File: config.mk
export PLATFORM = sky130hd
export DESIGN_NAME = timing_nco_flat
export DESIGN_NICKNAME = d
export VERILOG_FILES = /design/src/rtl/timing_nco_if.sv /design/src/rtl/timing_nco.sv /design/src/flat_wrapper.sv
export SDC_FILE = /design/constraint.sdc
export NUM_CORES = 1
export LEC_CHECK = 0
export ABC_AREA = 1
export BUFFER_PORTS_ARGS = -buffer_cell sky130_fd_sc_hd__buf_2
export CAP_MARGIN = 20
export CORE_UTILIZATION = 40
export DETAILED_ROUTE_END_ITERATION = 12
export PLACE_DENSITY = 0.57
export SLEW_MARGIN = 40
export SYNTH_ARGS = -nofsm -noshare
export SYNTH_HDL_FRONTEND = slang
export SYNTH_SLANG_ARGS = --single-unit
File: constraint.sdc
create_clock -name clk -period 8.55 [get_ports clk]
set_clock_uncertainty 0.2 [all_clocks]
set_input_delay 0.855 -clock clk [delete_from_list [all_inputs] [get_ports clk]]
set_output_delay 0.855 -clock clk [all_outputs]
set_load 0.02 [all_outputs]
File: src/rtl/timing_nco_if.sv
// rtl/timing_nco_if.sv - sample/control/strobe bundle between the loop filter, timing NCO and interpolator
//
// Signals:
//   sample_val_i  one-cycle strobe per input sample (NCO advances only on it)
//   ctrl_i        signed loop-filter correction, qualified by ctrl_val_i
//   ctrl_val_i    one-cycle strobe loading ctrl_i into the NCO control register
//   strobe_o      one-cycle interpolation strobe
//   mu_o          fractional interval, updated with strobe_o and held between strobes
//   phase_o       0 = transition strobe, 1 = on-time strobe
//   sym_val_o     strobe_o AND phase_o
//   inc_sat_o     increment applied on the last sample was clamped
// Modports: master = loop side (drives sample/ctrl), slave = the NCO.
interface timing_nco_if #(
    parameter int WCTRL = 18,
    parameter int MU_W  = 16
);
    logic                    sample_val_i;
    logic signed [WCTRL-1:0] ctrl_i;
    logic                    ctrl_val_i;
    logic                    strobe_o;
    logic [MU_W-1:0]         mu_o;
    logic                    phase_o;
    logic                    sym_val_o;
    logic                    inc_sat_o;

    modport master (
        output sample_val_i, ctrl_i, ctrl_val_i,
        input  strobe_o, mu_o, phase_o, sym_val_o, inc_sat_o
    );

    modport slave (
        input  sample_val_i, ctrl_i, ctrl_val_i,
        output strobe_o, mu_o, phase_o, sym_val_o, inc_sat_o
    );
endinterface

File: src/rtl/timing_nco.sv
// rtl/timing_nco.sv - interpolation-control NCO for MSK symbol-timing recovery
//
// Ports:
//   clk      clock
//   reset_n  synchronous active-low reset
//   nco      timing_nco_if.slave: sample_val_i/ctrl_i/ctrl_val_i in,
//            strobe_o/mu_o/phase_o/sym_val_o/inc_sat_o out (all outputs registered)
module timing_nco #(
    parameter int W_NCO    = 24,
    parameter int LOG2_INC = 23,
    parameter int WCTRL    = 18,
    parameter int CTRL_SHL = 6,
    parameter int MU_W     = 16
) (
    input  logic         clk,
    input  logic         reset_n,
    timing_nco_if.slave  nco
);
    // Increment arithmetic is done two bits wider than the accumulator so the
    // shifted correction can never overflow before it is clamped.
    localparam int WI = W_NCO + 2;

    localparam logic signed [WI-1:0] NOM_INC = WI'(64'd1 << LOG2_INC);
    localparam logic signed [WI-1:0] INC_LO  = NOM_INC - (NOM_INC >>> 3);
    localparam logic signed [WI-1:0] INC_HI  = NOM_INC + (NOM_INC >>> 3);
    localparam logic [W_NCO-1:0]     INC_LO_W = W_NCO'(64'd7 << (LOG2_INC - 3));
    localparam logic [W_NCO-1:0]     INC_HI_W = W_NCO'(64'd9 << (LOG2_INC - 3));

    logic signed [WCTRL-1:0] ctrl_reg;
    logic [W_NCO-1:0]        acc;
    logic                    strobe;
    logic [MU_W-1:0]         mu;
    logic                    phase;
    logic                    sym_val;
    logic                    inc_sat;

    logic signed [WI-1:0]    ctrl_ext;
    logic signed [WI-1:0]    inc_raw;
    logic                    clamp_lo;
    logic                    clamp_hi;
    logic [W_NCO-1:0]        inc;
    logic [W_NCO:0]          sum;
    logic [W_NCO-1:0]        residual;
    logic                    wrap;
    logic [MU_W-1:0]         mu_next;

    always_comb begin
        ctrl_ext = {{(WI-WCTRL){ctrl_reg[WCTRL-1]}}, ctrl_reg};
        inc_raw  = NOM_INC + (ctrl_ext <<< CTRL_SHL);
        clamp_lo = (inc_raw < INC_LO);
        clamp_hi = (inc_raw > INC_HI);
        if (clamp_lo) begin
            inc = INC_LO_W;
        end else if (clamp_hi) begin
            inc = INC_HI_W;
        end else begin
            inc = inc_raw[W_NCO-1:0];
        end

        sum      = {1'b0, acc} + {1'b0, inc};
        residual = sum[W_NCO-1:0];
        wrap     = sum[W_NCO];

        // mu is the residual scaled to the nominal increment; a residual at or
        // above one nominal step cannot be represented and saturates.
        if (|residual[W_NCO-1:LOG2_INC]) begin
            mu_next = '1;
        end else begin
            mu_next = residual[LOG2_INC-1 -: MU_W];
        end
    end

    always_ff @(posedge clk) begin
        if (!reset_n) begin
            ctrl_reg <= '0;
            acc      <= '0;
            strobe   <= 1'b0;
            mu       <= '0;
            phase    <= 1'b1;
            sym_val  <= 1'b0;
            inc_sat  <= 1'b0;
        end else begin
            // A sample in the same cycle as a ctrl load still sees the old ctrl_reg.
            if (nco.ctrl_val_i) begin
                ctrl_reg <= nco.ctrl_i;
            end

            strobe  <= 1'b0;
            sym_val <= 1'b0;

            if (nco.sample_val_i) begin
                acc     <= residual;
                inc_sat <= clamp_lo | clamp_hi;
                if (wrap) begin
                    strobe  <= 1'b1;
                    mu      <= mu_next;
                    phase   <= ~phase;
                    // The new phase is ~phase, so an on-time strobe is one where
                    // the previous phase was transition.
                    sym_val <= ~phase;
                end
            end
        end
    end

    assign nco.strobe_o  = strobe;
    assign nco.mu_o      = mu;
    assign nco.phase_o   = phase;
    assign nco.sym_val_o = sym_val;
    assign nco.inc_sat_o = inc_sat;
endmodule
File: src/flat_wrapper.sv
// flat-port wrapper written by rule: the top's interface ports become plain ports
module timing_nco_flat 
#(
    parameter int W_NCO    = 24,
    parameter int LOG2_INC = 23,
    parameter int WCTRL    = 18,
    parameter int CTRL_SHL = 6,
    parameter int MU_W     = 16
)
  (clk, reset_n, nco_sample_val_i, nco_ctrl_i, nco_ctrl_val_i, nco_strobe_o, nco_mu_o, nco_phase_o, nco_sym_val_o, nco_inc_sat_o);
  timing_nco_if #(.WCTRL(WCTRL), .MU_W(MU_W)) nco_i ();
  input  logic clk;
  input  logic reset_n;
  input wire logic [$bits(nco_i.sample_val_i)-1:0] nco_sample_val_i;
  input wire logic [$bits(nco_i.ctrl_i)-1:0] nco_ctrl_i;
  input wire logic [$bits(nco_i.ctrl_val_i)-1:0] nco_ctrl_val_i;
  output wire logic [$bits(nco_i.strobe_o)-1:0] nco_strobe_o;
  output wire logic [$bits(nco_i.mu_o)-1:0] nco_mu_o;
  output wire logic [$bits(nco_i.phase_o)-1:0] nco_phase_o;
  output wire logic [$bits(nco_i.sym_val_o)-1:0] nco_sym_val_o;
  output wire logic [$bits(nco_i.inc_sat_o)-1:0] nco_inc_sat_o;
  assign nco_i.sample_val_i = nco_sample_val_i;
  assign nco_i.ctrl_i = nco_ctrl_i;
  assign nco_i.ctrl_val_i = nco_ctrl_val_i;
  assign nco_strobe_o = nco_i.strobe_o;
  assign nco_mu_o = nco_i.mu_o;
  assign nco_phase_o = nco_i.phase_o;
  assign nco_sym_val_o = nco_i.sym_val_o;
  assign nco_inc_sat_o = nco_i.inc_sat_o;
  timing_nco #(.W_NCO(W_NCO), .LOG2_INC(LOG2_INC), .WCTRL(WCTRL), .CTRL_SHL(CTRL_SHL), .MU_W(MU_W)) u_core (.clk(clk), .reset_n(reset_n), .nco(nco_i));
endmodule
Word level (Yosys, flattened, before mapping). Index checks and enable logic that the tools add are counted.

Flip-flop bits (word level): 62. Output and inout bits: 20. Logic and storage cells: 20.

Add/sub/neg operators: 2. Magnitude comparators: 2. Mux-type cells: 4. Bitwise gates (word level): 2. Reduce and logical (&&, ||, !) cells: 3.

Operators with widths (number): two-way mux 24 bit (2); adder 25 x 24 -> 26 bit, first input constant (1); > comparator 26 x 25 -> 1 bit, second input constant (1); < comparator 26 x 24 -> 1 bit, second input constant (1); adder 24 x 24 -> 25 bit (1); two-way mux 16 bit (1); AND reduction 2 bit (2); AND reduction 3 bit (1); two-way mux 1 bit (1); inverter 1 bit (1); OR 1 bit (1).

Depth between registers and ports, before layout.
Depth in word-level cells: 6. Mapped depth: 23. Mapped depth without buffers: 22.

Worst setup path before layout. No wires, ideal clock.

Path kind: register -> register. From: register u_core.ctrl_reg[17]. To: register u_core.mu[15] (netlist: u_core.nco.mu_o[15]). Library setup time: 109 ps. Arrival: 2615 ps. Data required time: 8241 ps. Setup slack: 5626 ps. Cell stages (with the launch flop): 24. Buffers on the path: 1. Period minus slack after synthesis: 2924 ps. Cells stage by stage: dfxtp_1 -> inv_1 -> nand4_1 -> nor3_1 -> nand4_1 -> nand2_1 -> nand2_1 -> clkbuf_1 -> nor2_1 -> ha_1 -> inv_1 -> fa_1 -> inv_1 -> nand3_1 -> nand2_1 -> nand2_1 -> nand2_1 -> nand3_1 -> nand2_1 -> nand2_1 -> nand2_1 -> nand3_1 -> nand2_1 -> inv_1.

Cells in the longest elaborated chain, start to end: 6. Elaborated cells between the ends (all ways): 8. Classes of those cells: add/sub: 2; order compare: 2; mux: 3; reduce/logical: 1.

RTL lines: start, declared (line timing_nco.sv:29) `logic signed [WCTRL-1:0] ctrl_reg;`; start signal, assigned (line timing_nco.sv:85) `ctrl_reg <= nco.ctrl_i;`; adder 25 x 24 -> 26 bit * (line timing_nco.sv:49) `inc_raw = NOM_INC + (ctrl_ext <<< CTRL_SHL);`; > comparator 26 x 25 -> 1 bit (line timing_nco.sv:51) `clamp_hi = (inc_raw > INC_HI);`; two-way mux 24 bit (line timing_nco.sv:54) `end else if (clamp_hi) begin`; two-way mux 24 bit * (line timing_nco.sv:52) `if (clamp_lo) begin`; adder 24 x 24 -> 25 bit * (line timing_nco.sv:60) `sum = {1'b0, acc} + {1'b0, inc};`; two-way mux 16 bit / AND reduction 2 bit (equally long branches); end signal, assigned (line timing_nco.sv:96) `mu <= mu_next;`; end, declared (line timing_nco.sv:32) `logic [MU_W-1:0] mu;`.

Every way passes the cells marked *; elsewhere a longest branch is shown, timed or not. A chain may end at the register's enable or synchronous reset.

Worst setup path after layout. Ends and elaborated chain as after synthesis.

==> out/qor.yml <==
cts:
  cts_buffer_depth: 2
  post_cts_buffers: 0
  post_cts_resized: 0
  tritoncts: "done"
  hold_buffers: 0
  cts-root-buf: "clkbuf_8"
  cts.sinks: 56
  clk_pin_slew_ns: 0.10
  numCtsBuffers: 5
  clock_latency_ns: 0.31
  cts.htree.levels: 2
synth:
  synth_top_area_cell: "dfxtp_1"
  syn_inst: 553
  synthTopCellsByArea: "dfxtp_1, nand2_1, inv_1"
  synth_async_sr_flop_share_pct: 0
  yosys_warnings: 0
  ys_types: 30
  ys_ff_latch: 56
  avgSynthCellArea_um2: 6.38
  netlist.area_leader.share_pct: 31.8
  synth_edf_count: 0
  syn-cell-area_mm2: 0.00353
  ys_seq_area_share_pct: 31.8
  ys.flop_type: "dfxtp_1"
  synth_nets: 594
sta:
  timing.final.crit_share_pct: 41.2
  tightest_slew_ns: 0.727
  rsz0062_at_grt: "no"
  relSlewSlack_pct: 51.3
  worst_slack_ns: 5.03
  finalSetupViolations: 0
  setup_tns_ns: 0
  post-route-min-period_ns: 3.52
  max_freq_mhz: 284
  hold_viol: 0
  final_max_slew_viol_count: 0
drt:
  drt-vias-per-instance: 4.73
  wl_per_cell_um: 12.1
  final_antenna_net_count: 0
  drt-initial-drc-count: 141
  drc: 0
  vias: 3240
  drtPass1Iterations: 4
  drt-total-wl_um: 8260
min_path:
  hp-class: "flop to flop"
  hp-start: "u_core.nco.phase_o"
die:
  io_pins: 42
  core_area_mm2: 0.00838
  die_h_um: 95.9
  die_area_mm2: 0.00920
  initial_core_util_pct: 42.1
  fp.dieW_um: 95.9
  placementRows: 33
worst_setup_path:
  cp_data_arrival_time_ns: 3.54
  worstPathRequired_ns: 8.57
  timing.rr.start: "u_core.ctrl_reg[17]"
  critPathKind: "flop to flop"
  worstPathMaxFanout: 33
  cp_slowest_cell: "fa_1"
  worst_setup_path_start_kind: "flop"
  cp-startpoint: "u_core.ctrl_reg[17]"
  cp_cell_sequence: "inv_1 -> nand4_1 -> nor3_1 -> nand4_1 -> nand2_1 -> nand2_1 -> nor2_1 -> ha_1 -> inv_1 -> fa_1 -> inv_1 -> nand3_1 -> nand3_2 -> nand2_1 -> nand2_2 -> nand2_4 -> inv_1 -> nand3_1 -> nand2_1 -> inv_1"
  path_common_cell: "inv_1"
  slowest_delay_ns: 0.41
  end_kind: "flop"
cells_and_area:
  multi_input_area_mm2: 0.00189
  regArea_mm2: 0.00112
  n_antenna_cell: 0
  nets: 621
  fin_area_mm2: 0.00384
  drive_gt1_share_pct: 11.4
  area_delta_synth_final_pct: 8.90
  fillers: 939
power_and_ir_drop:
  leakage_nw: 2.14
  power_density_mw_per_mm2: 160
  ir_worst_vdd_mv: 0.0746
global_route:
  use_met1_pct: 25.9
  grt_pass1_wl_um: 13700
  grt_pass1_vias: 2870
  use_met3_pct: 2.76
  grt_usage_pct: 19.4
  gr-max-usage-layer: "met2"
  antenna_found_initial: 0
  use_met2_pct: 32.7
  grt_overflow: 0
  grt_max_degree: 52
place:
  io_buffers: 41
  dpl_worst_slack_ns: 5.03
  dpl.hpwl_um: 6470
  placed_cell_area_mm2: 0.00374
  place.gp.congestion: 0.836
job:
  maxCapViolations: 0
run_status:
  status: "finished clean"
-- kinds of logic after synthesis --
kind of cell | count (synthesis) | synth area share (%)
AOI/OAI and AO/OA | 77 | 12.2
and+or+nand+nor | 268 | 32.7
DFF | 56 | 31.8
buffers and inverters | 126 | 14.6
adders and majority gates | 19 | 6.95
xor gates and xnor gates | 7 | 1.74
-- layout by cell type (no fill, tap or decap) --
master	count
nor2_2	4
clkinv_1	1
buf_4	1
o21ai_1	1
nand3_2	4
nor2_1	60
o211ai_1	13
nand2_2	9
inv_1	104
nand2_4	1
o31ai_1	1
nand3b_1	2
a21oi_1	34
o21bai_1	1
nand4_1	7
fa_1	1
nor4_1	3
nand2_1	138
and2_1	1
buf_2	40
ha_1	18
xnor2_1	7
a21o_1	2
o21ai_0	24
a31oi_1	1
nor3_1	3
clkbuf_8	7
nand3_1	36
dfxtp_1	56
-- report_power, final --
part,total (mW),internal [mW],switching [mW]
Combinational,0.166,0.0577,0.108
Clock,0.159,0.0725,0.0863
Sequential,0.290,0.280,0.0100
Total,0.615,0.410,0.205
-- metal layers --
layer / routed length [um] / vias to the layer above
met5: 0 / -
met2: 3740 / 63
met3: 335 / 8
li1: - / 1777
met1: 4090 / 1392
met4: 89 / 0
-- cells in the mapped netlist, drive strengths merged, types with 3 or more instances --
cell type  number
nor2           64
clkbuf         15
nand2         148
buf             6
nand4           7
o21ai          25
xnor2           7
a21oi          34
o211ai         13
dfxtp          56
nand3          40
ha             18
inv           104
nor4            3
nor3            3
-- cell type report --
type,count,area share [%]
clock buffer,7,2.51
inverter,105,10.3
multi-input combinational,371,49.2
sequential,56,29.2
tap,105,3.42
timing repair buffer,41,5.41
-- final timing paths --
kind	endpoint	slack [ns]	cells after the start
setup / recovery	u_core.nco.mu_o[15]	5.03	20
hold reg to reg	u_core.nco.sym_val_o	0.27	1
setup reg to reg	u_core.nco.mu_o[15]	5.03	20
hold / removal	u_core.nco.sym_val_o	0.27	1
-- worst max-delay path, delay by kind of cell, from the launching register on --
family,cells,cell delay (ns)
adder cells (fa/ha/maj),2,0.66
buffers and inverters,5,0.49
flip-flops,1,0.37
AND/OR/NAND/NOR,13,1.70
-- through the flow --
step                      cells  hold slack (ns)  power (mW)  utilization (%)
after CTS                   685            0.277       0.622             45.8
after global routing        685            0.289       0.655             45.8
after floorplan             553            0.248       0.423                -
after detailed placement    678            0.247       0.462             44.6
after global placement      678            0.249       0.460             44.6
final                       685            0.272       0.615             45.8
(Power assumes the default switching activity.)
